## src/rtl/instr_fetch_unit.sv

```systemverilog
//------------------------------------------------------------------------------
// Module : instr_fetch_unit
// Brief  : PC register driving a combinational ROM, plus a small fetch FIFO
//          with valid/ready output to decode and redirect-with-flush support.
// Rev    : 1.0
//------------------------------------------------------------------------------
`default_nettype none

module instr_fetch_unit #(
    parameter logic [31:0] RESET_PC = 32'h0000_0000,
    parameter int          DEPTH    = 2
) (
    input  logic        clk,
    input  logic        reset_n,
    output logic [31:0] instr_addr,
    input  logic [31:0] instr_data,
    input  logic        redirect_valid,
    input  logic [31:0] redirect_target,
    output logic        if_valid,
    input  logic        if_ready,
    output logic [31:0] if_instr,
    output logic [31:0] if_pc,
    output logic [31:0] if_pc_plus4
);

    localparam int c_PTR_W = (DEPTH > 1) ? $clog2(DEPTH) : 1;
    localparam int c_CNT_W = $clog2(DEPTH + 1);
    localparam logic [c_CNT_W-1:0] c_DEPTH_CNT = c_CNT_W'(DEPTH);

    logic [31:0]        r_pc;
    logic [c_PTR_W-1:0] r_wr_ptr;
    logic [c_PTR_W-1:0] r_rd_ptr;
    logic [c_CNT_W-1:0] r_count;
    logic [31:0]        r_pc_mem    [DEPTH];
    logic [31:0]        r_instr_mem [DEPTH];

    logic w_deq;
    logic w_fetch_en;

    assign instr_addr = r_pc;
    assign if_valid   = (r_count != '0);
    assign w_deq      = if_valid && if_ready;
    // A full buffer that is draining this cycle can still accept, so streaming
    // never inserts a bubble.
    assign w_fetch_en = (r_count < c_DEPTH_CNT) || w_deq;

    assign if_instr    = if_valid ? r_instr_mem[r_rd_ptr] : 32'h0;
    assign if_pc       = if_valid ? r_pc_mem[r_rd_ptr]    : 32'h0;
    assign if_pc_plus4 = if_valid ? (r_pc_mem[r_rd_ptr] + 32'd4) : 32'h0;

    always_ff @(posedge clk or negedge reset_n) begin
        if (!reset_n) begin
            r_pc     <= RESET_PC;
            r_wr_ptr <= '0;
            r_rd_ptr <= '0;
            r_count  <= '0;
            for (int i = 0; i < DEPTH; i++) begin
                r_pc_mem[i]    <= 32'h0;
                r_instr_mem[i] <= 32'h0;
            end
        end else if (redirect_valid) begin
            // Any head transfer this cycle has already been taken by decode.
            r_pc     <= {redirect_target[31:2], 2'b00};
            r_wr_ptr <= '0;
            r_rd_ptr <= '0;
            r_count  <= '0;
        end else begin
            if (w_fetch_en) begin
                r_pc_mem[r_wr_ptr]    <= r_pc;
                r_instr_mem[r_wr_ptr] <= instr_data;
                r_wr_ptr              <= r_wr_ptr + 1'b1;
                r_pc                  <= r_pc + 32'd4;
            end
            if (w_deq) begin
                r_rd_ptr <= r_rd_ptr + 1'b1;
            end
            case ({w_fetch_en, w_deq})
                2'b10:   r_count <= r_count + 1'b1;
                2'b01:   r_count <= r_count - 1'b1;
                default: r_count <= r_count;
            endcase
        end
    end

endmodule

`default_nettype wire

```

## config.mk

```make
export PLATFORM = sky130hd
export DESIGN_NAME = instr_fetch_unit
export DESIGN_NICKNAME = d
export VERILOG_FILES = /design/src/rtl/instr_fetch_unit.sv
export SDC_FILE = /design/constraint.sdc
export NUM_CORES = 1
export LEC_CHECK = 0
export BUFFER_PORTS_ARGS = -buffer_cell sky130_fd_sc_hd__buf_4
export CAP_MARGIN = 30
export CORE_MARGIN = 2
export CORE_UTILIZATION = 45
export CTS_CLUSTER_DIAMETER = 60
export DETAILED_ROUTE_END_ITERATION = 8
export PLACE_DENSITY = 0.74
export SKIP_LAST_GASP = 1
export SLEW_MARGIN = 20
export SYNTH_ARGS = -nofsm -noshare
export SYNTH_HDL_FRONTEND = slang
export SYNTH_SLANG_ARGS = --single-unit
```

## constraint.sdc

```tcl
create_clock -name clk -period 4.2 [get_ports clk]
set_input_delay 0.63 -clock clk [delete_from_list [all_inputs] [get_ports clk]]
set_output_delay 0.63 -clock clk [all_outputs]
set_load 0.01 [all_outputs]
```

==> out/qor.yml, run 1 <==
drt-pass1-iter-count: 5
gp_congestion: 0.8683
ys_types: 53
clk_latency_ns: 0.42
grt_start_max_net_pins: 108
synth-edff-count: 0
core-area_sq_um: 18150
antenna_found_initial: 0
drive_above_1_share_pct: 38.30
min_period_ns: 3.910
syn_inst: 779
critPathKind: "flop to primary output"
finalHoldViolations: 0
die_height_um: 140.7
cp_num_buf_inv: 1
ys_warn_count: 0
vdd_drop_max_mv: 0.4062
area_delta_synth_final_pct: 26.55
ys_top_cells_by_count: "dfrtp_1, mux2_2, nor2_1"
die-area_sq_um: 19780
rsz0062_at_grt: "no"
antenna_left: 0
cts_tree: "yes"
numCtsBuffers: 17
worstReg2RegEnd: "instr_addr[31]"
drt_wl_total_mm: 21.87
fin_ws_ns: 0.2903
p_per_area_nw_per_um2: 779.5
synthTopCellsByArea: "dfrtp_1, mux2_2, mux2i_1, nor2_1, nand2_1"
route.detailed.drc: 0
fillers: 1558
p_total_uw: 8289
clkTransAtPathRegs_ns: 0.07
rr_startpoint: "r_count[1]"
setup_violations: 0
r2r_cells: 7
timing.critical_path.cells: "nand3_1, a222oi_1, nand3_2, o41ai_1, buf_4"
worst_pin_slew_ns: 0.8632
synth_most_common_cell: "dfrtp_1"
cp_num_cells: 5
cap_viol_max_count: 0
status: "finished clean"
vias_per_cell: 5.557
syn_area_sq_um: 8403
startpoint: "r_rd_ptr"
finClkSkew_ns: 0.006087
port_buffers: 188
async_reset_ff_share_pct: 100.0
hpwl_mm: 15.21
io_pins: 197
start_kind: "flop"
ctsHtreeMaxLevel: 4
yosys_most_used_dff: "dfrtp_1"
cts.sinks: 158
cp.arrival_ns: 3.28
finalCritPeriodShare_pct: 93.09
crit_fanout: 43
die_width_um: 140.7
initial_utilization_pct: 46.30
globalRoute.totalOverflow: 0
hold_path_class: "primary input to asynchronous set/reset pin"
slowest_stage: "dfrtp_4"
vias: 6641
yosys.area.top_type: "dfrtp_1"
tns_ns: 0
synth.avg_cell_area_sq_um: 10.79
power.leakage_uw: 0.004568
drv_slew: 0
insertedDiodeCount: 0
slew_headroom_pct: 42.45
ctsResizeCount: 0
grt_pass1_vias: 6654
clock-root-buffer: "clkbuf_16"
hold_buffers: 0
cts_max_path_buffers: 2
yosysTopAreaCellShare_pct: 47.05
grtUsageTotal_pct: 22.29
grt_pass1_wl_mm: 35.06
max_stage_delay_ns: 0.75
crit_family: "compound AO/OA/AOI/OAI gates"
cts_setup_buffers: 0
ys_seq_elements: 158
rows: 49
critPathCapture: "if_pc_plus4[31]"
required_ns: 3.57
finalHoldWorstSlack_ns: 0.3158
ys_seq_area_share_pct: 47.05
max_freq_ghz: 0.2558
wl_per_cell_um: 18.30
post-place-ws_ns: 0.7715
r2r_slack_ns: 1.04
nets: 1024
first_iter_violations: 428
endpoint_kind: "primary output"
[flip-flops by register name (all words and copies together), names as in the netlist]
register     flops
instr_addr      30
r_count          2
r_instr_mem     64
r_pc_mem        60
r_rd_ptr         1
r_wr_ptr         1
[stage by stage]
stage               util [%]  cell area (sq um)  instances
detailed placement     55.18              10010       1162
finish                 58.60              10630       1195
floorplan                  -               8422        784
CTS                    58.56              10630       1194
global route           58.60              10630       1195
global placement       55.18              10010       1162
[metal layers]
metal	GRT usage (%)	share of wire, %
met1	30.37	44
met5	0	0
met2	36.66	50
met4	8.211	2.7
met3	3.023	3.1
[logic make-up after synthesis]
family / after synthesis / share of synthesized area, %
AO/OA/AOI/OAI: 84 / 6.671
XOR/XNOR: 42 / 4.378
adder cells (fa/ha/maj): 3 / 0.4467
buffers and inverters: 57 / 3.216
flip-flops: 158 / 47.05
multiplexers: 185 / 23.96
other: 1 / 0.04463
AND/OR/NAND/NOR: 249 / 14.23
[worst min-delay path by stage]
| stage | from | end | slack [ns] | depth (start not counted) |
|---|---|---|---|---|
| 2_1_floorplan | reset_n | instr_addr[10] | 0.33 | 0 |
| 3_3_place_gp | r_instr_mem[62] | r_instr_mem[62] | 0.49 | 1 |
| 3_5_place_dp | r_instr_mem[62] | r_instr_mem[62] | 0.49 | 1 |
| 4_1_cts | reset_n | instr_addr[10] | 0.39 | 1 |
| 5_1_grt | reset_n | instr_addr[10] | 0.40 | 1 |
| 6_report | reset_n | instr_addr[10] | 0.32 | 1 |
[cells in the final DEF, fill, tap and decap left out, types with 4 or more instances in the layout]
| master | instances |
|---|---|
| nand4_1 | 19 |
| a21oi_1 | 11 |
| conb_1 | 6 |
| buf_4 | 198 |
| nor4_1 | 4 |
| o31a_1 | 5 |
| a211oi_1 | 4 |
| nand2_1 | 62 |
| clkbuf_16 | 17 |
| o31ai_1 | 4 |
| xor2_1 | 23 |
| nand3b_1 | 8 |
| xnor2_1 | 19 |
| and2_1 | 6 |
| inv_1 | 5 |
| nor2_1 | 80 |
| mux2_2 | 128 |
| nor3_1 | 11 |
| mux2i_1 | 56 |
| nand3_1 | 31 |
| o21ai_0 | 36 |
| dfrtp_1 | 157 |
| nand4b_1 | 4 |
| nor2b_1 | 7 |
| and3_1 | 4 |
[layout make-up]
type                    instances  area, sq um  share of cell area, %
clock buffers                  18        429.2                  4.036
flip-flops and latches        158         3958                  37.22
well taps                     229        286.5                  2.694
clock inverters                14        182.7                  1.718
repair buffers                201         1525                  14.34
inverters                       6        22.52                 0.2118
multi-input cells             569         4230                  39.78
[power by group]
group	switching [uW]	internal [uW]	leakage, uW
sequential	572	2180	0.00189
clock	660	950	0.000299
combinational	1940	1990	0.00238
[worst reg2reg max path: cells and delay by family, from the launching register on]
kind,cells,cell delay [ns]
DFF,1,0.59
and+or+nand+nor,4,1.34
buffers and inverters,1,0.16
AOI/OAI and AO/OA,1,0.68
adders and majority gates,1,0.33
(Power assumes the default switching activity.)
==> run 2: changes to the inputs <==
--- a/config.mk
+++ b/config.mk
@@ -11,6 +11,7 @@
 export CORE_UTILIZATION = 45
 export CTS_CLUSTER_DIAMETER = 60
 export DETAILED_ROUTE_END_ITERATION = 8
+export GPL_TIMING_DRIVEN = 0
 export PLACE_DENSITY = 0.74
 export SKIP_LAST_GASP = 1
 export SLEW_MARGIN = 20
==> out/qor.yml, run 2 (same netlist as run 1, synthesis figures left out) <==
globalRoute.totalOverflow: 0
slew_headroom_pct: 29.95
crit_fanout: 10
clkTransAtPathRegs_ns: 0.06
core-area_sq_um: 18150
cap_viol_max_count: 0
die-area_sq_um: 19780
clock-root-buffer: "clkbuf_16"
io_pins: 197
antenna_left: 0
grt_start_max_net_pins: 83
route.detailed.drc: 0
drt_wl_total_mm: 24.09
grt_pass1_wl_mm: 37.85
insertedDiodeCount: 0
ctsHtreeMaxLevel: 4
multi_input_area_sq_um: 4234
status: "finished clean"
min_period_ns: 4.089
final_cell_mix: "buf_4, dfrtp_1, mux2_2"
die_width_um: 140.7
drt-pass1-iter-count: 7
nets: 1066
cts_tree: "yes"
setup_violations: 0
cts.sinks: 158
initial_utilization_pct: 46.30
die_height_um: 140.7
start_kind: "flop"
max_freq_ghz: 0.2446
fin_util_pct: 59.65
cts_max_path_buffers: 2
rows: 49
fillers: 1553
worst_pin_slew_ns: 1.051
p_per_area_nw_per_um2: 782.3
wl_per_cell_um: 19.47
finalHoldWorstSlack_ns: 0.1764
required_ns: 3.57
finClkSkew_ns: 0.008843
drive_above_1_share_pct: 38.19
startpoint: "r_rd_ptr"
numCtsBuffers: 17
antenna_found_initial: 0
first_iter_violations: 480
endpoint_kind: "primary output"
seqCellArea_sq_um: 3954
finalCritPeriodShare_pct: 97.36
vdd_drop_max_mv: 0.4122
drv_slew: 0
port_buffers: 188
power.leakage_uw: 0.004668
grt_pass1_vias: 7030
hold_path_class: "primary input to asynchronous set/reset pin"
finalHoldViolations: 0
cp.arrival_ns: 3.46
gp_congestion: 0.9377
clk_latency_ns: 0.43
post-place-ws_ns: -0.1656
area_delta_synth_final_pct: 28.81
hpwl_mm: 17.54
grtUsageTotal_pct: 24.56
final_common_cell: "buf_4"
vias: 7030
critPathKind: "flop to primary output"
rsz0062_at_grt: "no"
largest_register_ffs: 64
rr_startpoint: "r_count[1]"
vias_per_cell: 5.683
top_register: "r_instr_mem"
fin_ws_ns: 0.1110
## run 2: cell count changes in the layout (fill, tap and decap cells not counted), sizes merged
cell      before  now
clkbuf        19   49
clkinv         6    5
buf          200  214
inv           10    7
clkinvlp       1    3
## run 2: area by class of cell
cell class | instances | area share (%)
plain buffers | 50 | 2.381
clock buffers | 20 | 4.034
clock inverters | 12 | 1.491
inverters | 6 | 0.2081
multi-input cells | 569 | 39.12
flip-flops and latches | 158 | 36.53
well taps | 229 | 2.647
repair buffers | 193 | 13.59
## run 2: timing repair
item | 4_1_cts | 5_1_grt
resized for setup | 11 | 6
setup buffers | 0 | 1
setup endpoints to repair | 14 | 8
hold buffers | 0 | 0
## run 2: where the power goes
part | leakage [uW] | total, uW | switching, uW | internal [uW]
logic | 0.00249 | 4180 | 2140 | 2040
clock network | 0.000281 | 1580 | 641 | 940
registers | 0.00189 | 2700 | 523 | 2180
## run 2: through the flow
stage / cells / area [sq um] / TNS (ns) / power, uW
finish: 1237 / 10820 / 0 / 8468
global route: 1237 / 10820 / 0 / 8939
global placement: 1201 / 10120 / -0.7465 / 6739
floorplan: 784 / 8422 / 0 / 5089
CTS: 1236 / 10810 / 0 / 8476
detailed placement: 1204 / 10170 / -0.3860 / 6847
## run 2: final timing paths
check / endpoint / slack (ns) / cells past startpoint
min in group clk: instr_addr[6] / 0.40 / 3
max: if_pc_plus4[6] / 0.11 / 12
min reg2reg: r_instr_mem[10] / 0.51 / 1
max reg2reg: instr_addr[28] / 0.60 / 10
min: instr_addr[10] / 0.18 / 1
max in group asynchronous: r_pc_mem[24] / 3.18 / 2
## run 2: critical path, stage by stage (launching register included)
cell	delay, ns
dfrtp_1	0.42
buf_6	0.19
buf_4	0.22
buf_4	0.21
clkbuf_2	0.29
mux2_2	0.41
ha_1	0.24
and2_1	0.19
clkbuf_4	0.21
nand2_1	0.10
xor2_1	0.08
a211oi_2	0.28
buf_4	0.17
## run 2: per-layer routing
layer / share of wire [%] / GRT usage [%] / vias up
met1: 43 / 33.24 / 3504
met3: 5.8 / 3.872 / 49
met2: 49 / 39.77 / 273
met4: 2.8 / 10.05 / 0
li1: - / - / 3204
met5: 0 / 0 / -
==> run 3: changes to the inputs <==
--- a/config.mk
+++ b/config.mk
@@ -7,12 +7,12 @@
 export LEC_CHECK = 0
 export BUFFER_PORTS_ARGS = -buffer_cell sky130_fd_sc_hd__buf_4
 export CAP_MARGIN = 30
-export CORE_MARGIN = 2
-export CORE_UTILIZATION = 45
+export CORE_MARGIN = 1
+export CORE_UTILIZATION = 35
 export CTS_CLUSTER_DIAMETER = 60
 export DETAILED_ROUTE_END_ITERATION = 8
 export GPL_TIMING_DRIVEN = 0
-export PLACE_DENSITY = 0.74
+export PLACE_DENSITY = 0.61
 export SKIP_LAST_GASP = 1
 export SLEW_MARGIN = 20
 export SYNTH_ARGS = -nofsm -noshare
==> out/qor.yml, run 3 (same netlist as run 1, synthesis figures left out) <==
post-place-ws_ns: -0.2604
antenna_found_initial: 1
cts.sinks: 158
drt-pass1-iter-count: 7
cts_max_path_buffers: 2
cp_num_buf_inv: 6
setup_violations: 0
die-area_sq_um: 24630
nets: 1067
pwr-share-clk_pct: 17.9
grt_start_max_net_pins: 81
p_sw_share_pct: 39.67
max_freq_ghz: 0.2487
drive_above_1_share_pct: 38.35
min_period_ns: 4.020
slowest_stage: "dfrtp_2"
cp.arrival_ns: 3.39
area_delta_synth_final_pct: 30.09
final_common_cell: "buf_4"
crit_family: "buffers and inverters"
io_pins: 197
largest_register_ffs: 64
hpwl_mm: 18.45
grtUsageTotal_pct: 21.12
r2r_cells: 10
cap_viol_max_count: 0
vdd_drop_max_mv: 0.3675
hold_path_class: "primary input to asynchronous set/reset pin"
critPathKind: "flop to primary output"
first_iter_violations: 411
required_ns: 3.57
slew_headroom_pct: 41.02
finClkSkew_ns: 0.01211
worst_pin_slew_ns: 0.8846
hold_buffers: 0
vias: 6923
start_kind: "flop"
max_stage_delay_ns: 0.41
antenna_left: 0
clk_latency_ns: 0.43
rr_startpoint: "r_count[1]"
power.leakage_uw: 0.004675
numCtsBuffers: 17
port_buffers: 188
endpoint_kind: "primary output"
die_width_um: 156.9
sequentialPowerShare_pct: 32.2
die_height_um: 156.9
route.detailed.drc: 0
finalCritPeriodShare_pct: 95.72
vias_per_cell: 5.213
timing.critical_path.cells: "buf_6, buf_4, buf_6, buf_6, mux2_2, ha_1, and2_1, clkbuf_4, nand2_1, xor2_1, a211oi_2, buf_4"
combinationalPowerShare_pct: 49.9
status: "finished clean"
insertedDiodeCount: 0
cp_common_cell: "buf_6"
wl_per_cell_um: 19.02
p_sw_uw: 3330
rows: 56
ctsHtreeMaxLevel: 4
grt_pass1_wl_mm: 39.14
cts_tree: "yes"
clkTransAtPathRegs_ns: 0.07
final_cell_mix: "buf_4, dfrtp_1, mux2_2"
fin_ws_ns: 0.1797
core-area_sq_um: 23540
p_per_area_nw_per_um2: 767.9
clock-root-buffer: "clkbuf_16"
intPower_uw: 5065
top_register: "r_instr_mem"
drv_slew: 0
post_dp_cell_area_sq_um: 10280
crit_fanout: 19
finalHoldViolations: 0
gp_congestion: 0.8352
finalInstanceArea_sq_um: 10930
initial_utilization_pct: 35.69
grt_pass1_vias: 6708
drt_wl_total_mm: 25.26
globalRoute.totalOverflow: 0
r2r_slack_ns: 0.71
worstReg2RegEnd: "r_pc_mem[4]"
rsz0062_at_grt: "no"
## run 3: cell types whose count changed in the layout (fill, tap and decap cells not counted), sizes merged
cell | before | now
clkinv | 5 | 6
dlymetal6s2s | 0 | 1
bufinv | 3 | 1
clkinvlp | 3 | 4
## run 3: timing repair
action                     CTS  global route
pin swaps                    0             1
cloned                       0             0
setup endpoints to repair   14             9
setup buffers                1             0
gates resized for setup     10             4
## run 3: worst max path at each step
stage | startpoint | endpoint | slack (ns) | cells past startpoint
after floorplan | r_rd_ptr | if_pc_plus4[6] | 0.86 | 12
after CTS | r_rd_ptr | if_pc_plus4[16] | 0.007 | 13
final | r_rd_ptr | if_pc_plus4[6] | 0.18 | 12
after global routing | r_rd_ptr | if_pc_plus4[28] | 0.05 | 10
after global placement | r_rd_ptr | if_pc_plus4[16] | -0.30 | 13
after detailed placement | r_rd_ptr | if_pc_plus4[16] | -0.26 | 13
## run 3: through the flow
stage               cells  hold WS (ns)  util, %  power (uW)  TNS (ns)
floorplan             784        0.3344        -        5089         0
global placement     1291        0.4882    43.46        6807    -1.140
detailed placement   1294        0.4949    43.69        6894   -0.8154
CTS                  1327        0.2099    46.26        8444         0
global route         1328        0.2294    46.43        8925         0
finish               1328        0.1974    46.43        8395         0
## run 3: power by group through the flow
stage | clock network [uW] | registers (uW) | logic (uW)
finish | 1500 | 2700 | 4190
global placement | 0 | 2690 | 4120
detailed placement | 0 | 2710 | 4180
CTS | 1530 | 2690 | 4220
floorplan | 0 | 2560 | 2530
global route | 1610 | 2790 | 4530
## run 3: final cells by class
class | instances | area (sq um)
Sequential cell | 158 | 3955
Inverter | 6 | 22.52
Buffer | 50 | 261.5
Clock inverter | 12 | 110.1
Clock buffer | 20 | 456.7
Multi-Input combinational cell | 569 | 4237
Fill cell | 2266 | 12610
Tap cell | 319 | 399.1
Timing Repair Buffer | 194 | 1490
## run 3: per-layer routing
layer  track usage, %  wire [um]
met1            29.56      11490
met2            33.38      12260
met3            3.166       1155
met4            6.816        353
met5                0          0
## run 3: worst reg2reg max path, cell delays in order, from the launching register on
cell and delay, ns:
dfrtp_1 0.32, clkbuf_1 0.36, inv_1 0.12, ha_1 0.29
nand2b_1 0.17, clkbuf_1 0.22, nand2_1 0.30, and3b_1 0.20
clkbuf_1 0.37, clkbuf_1 0.61, mux2_2 0.41
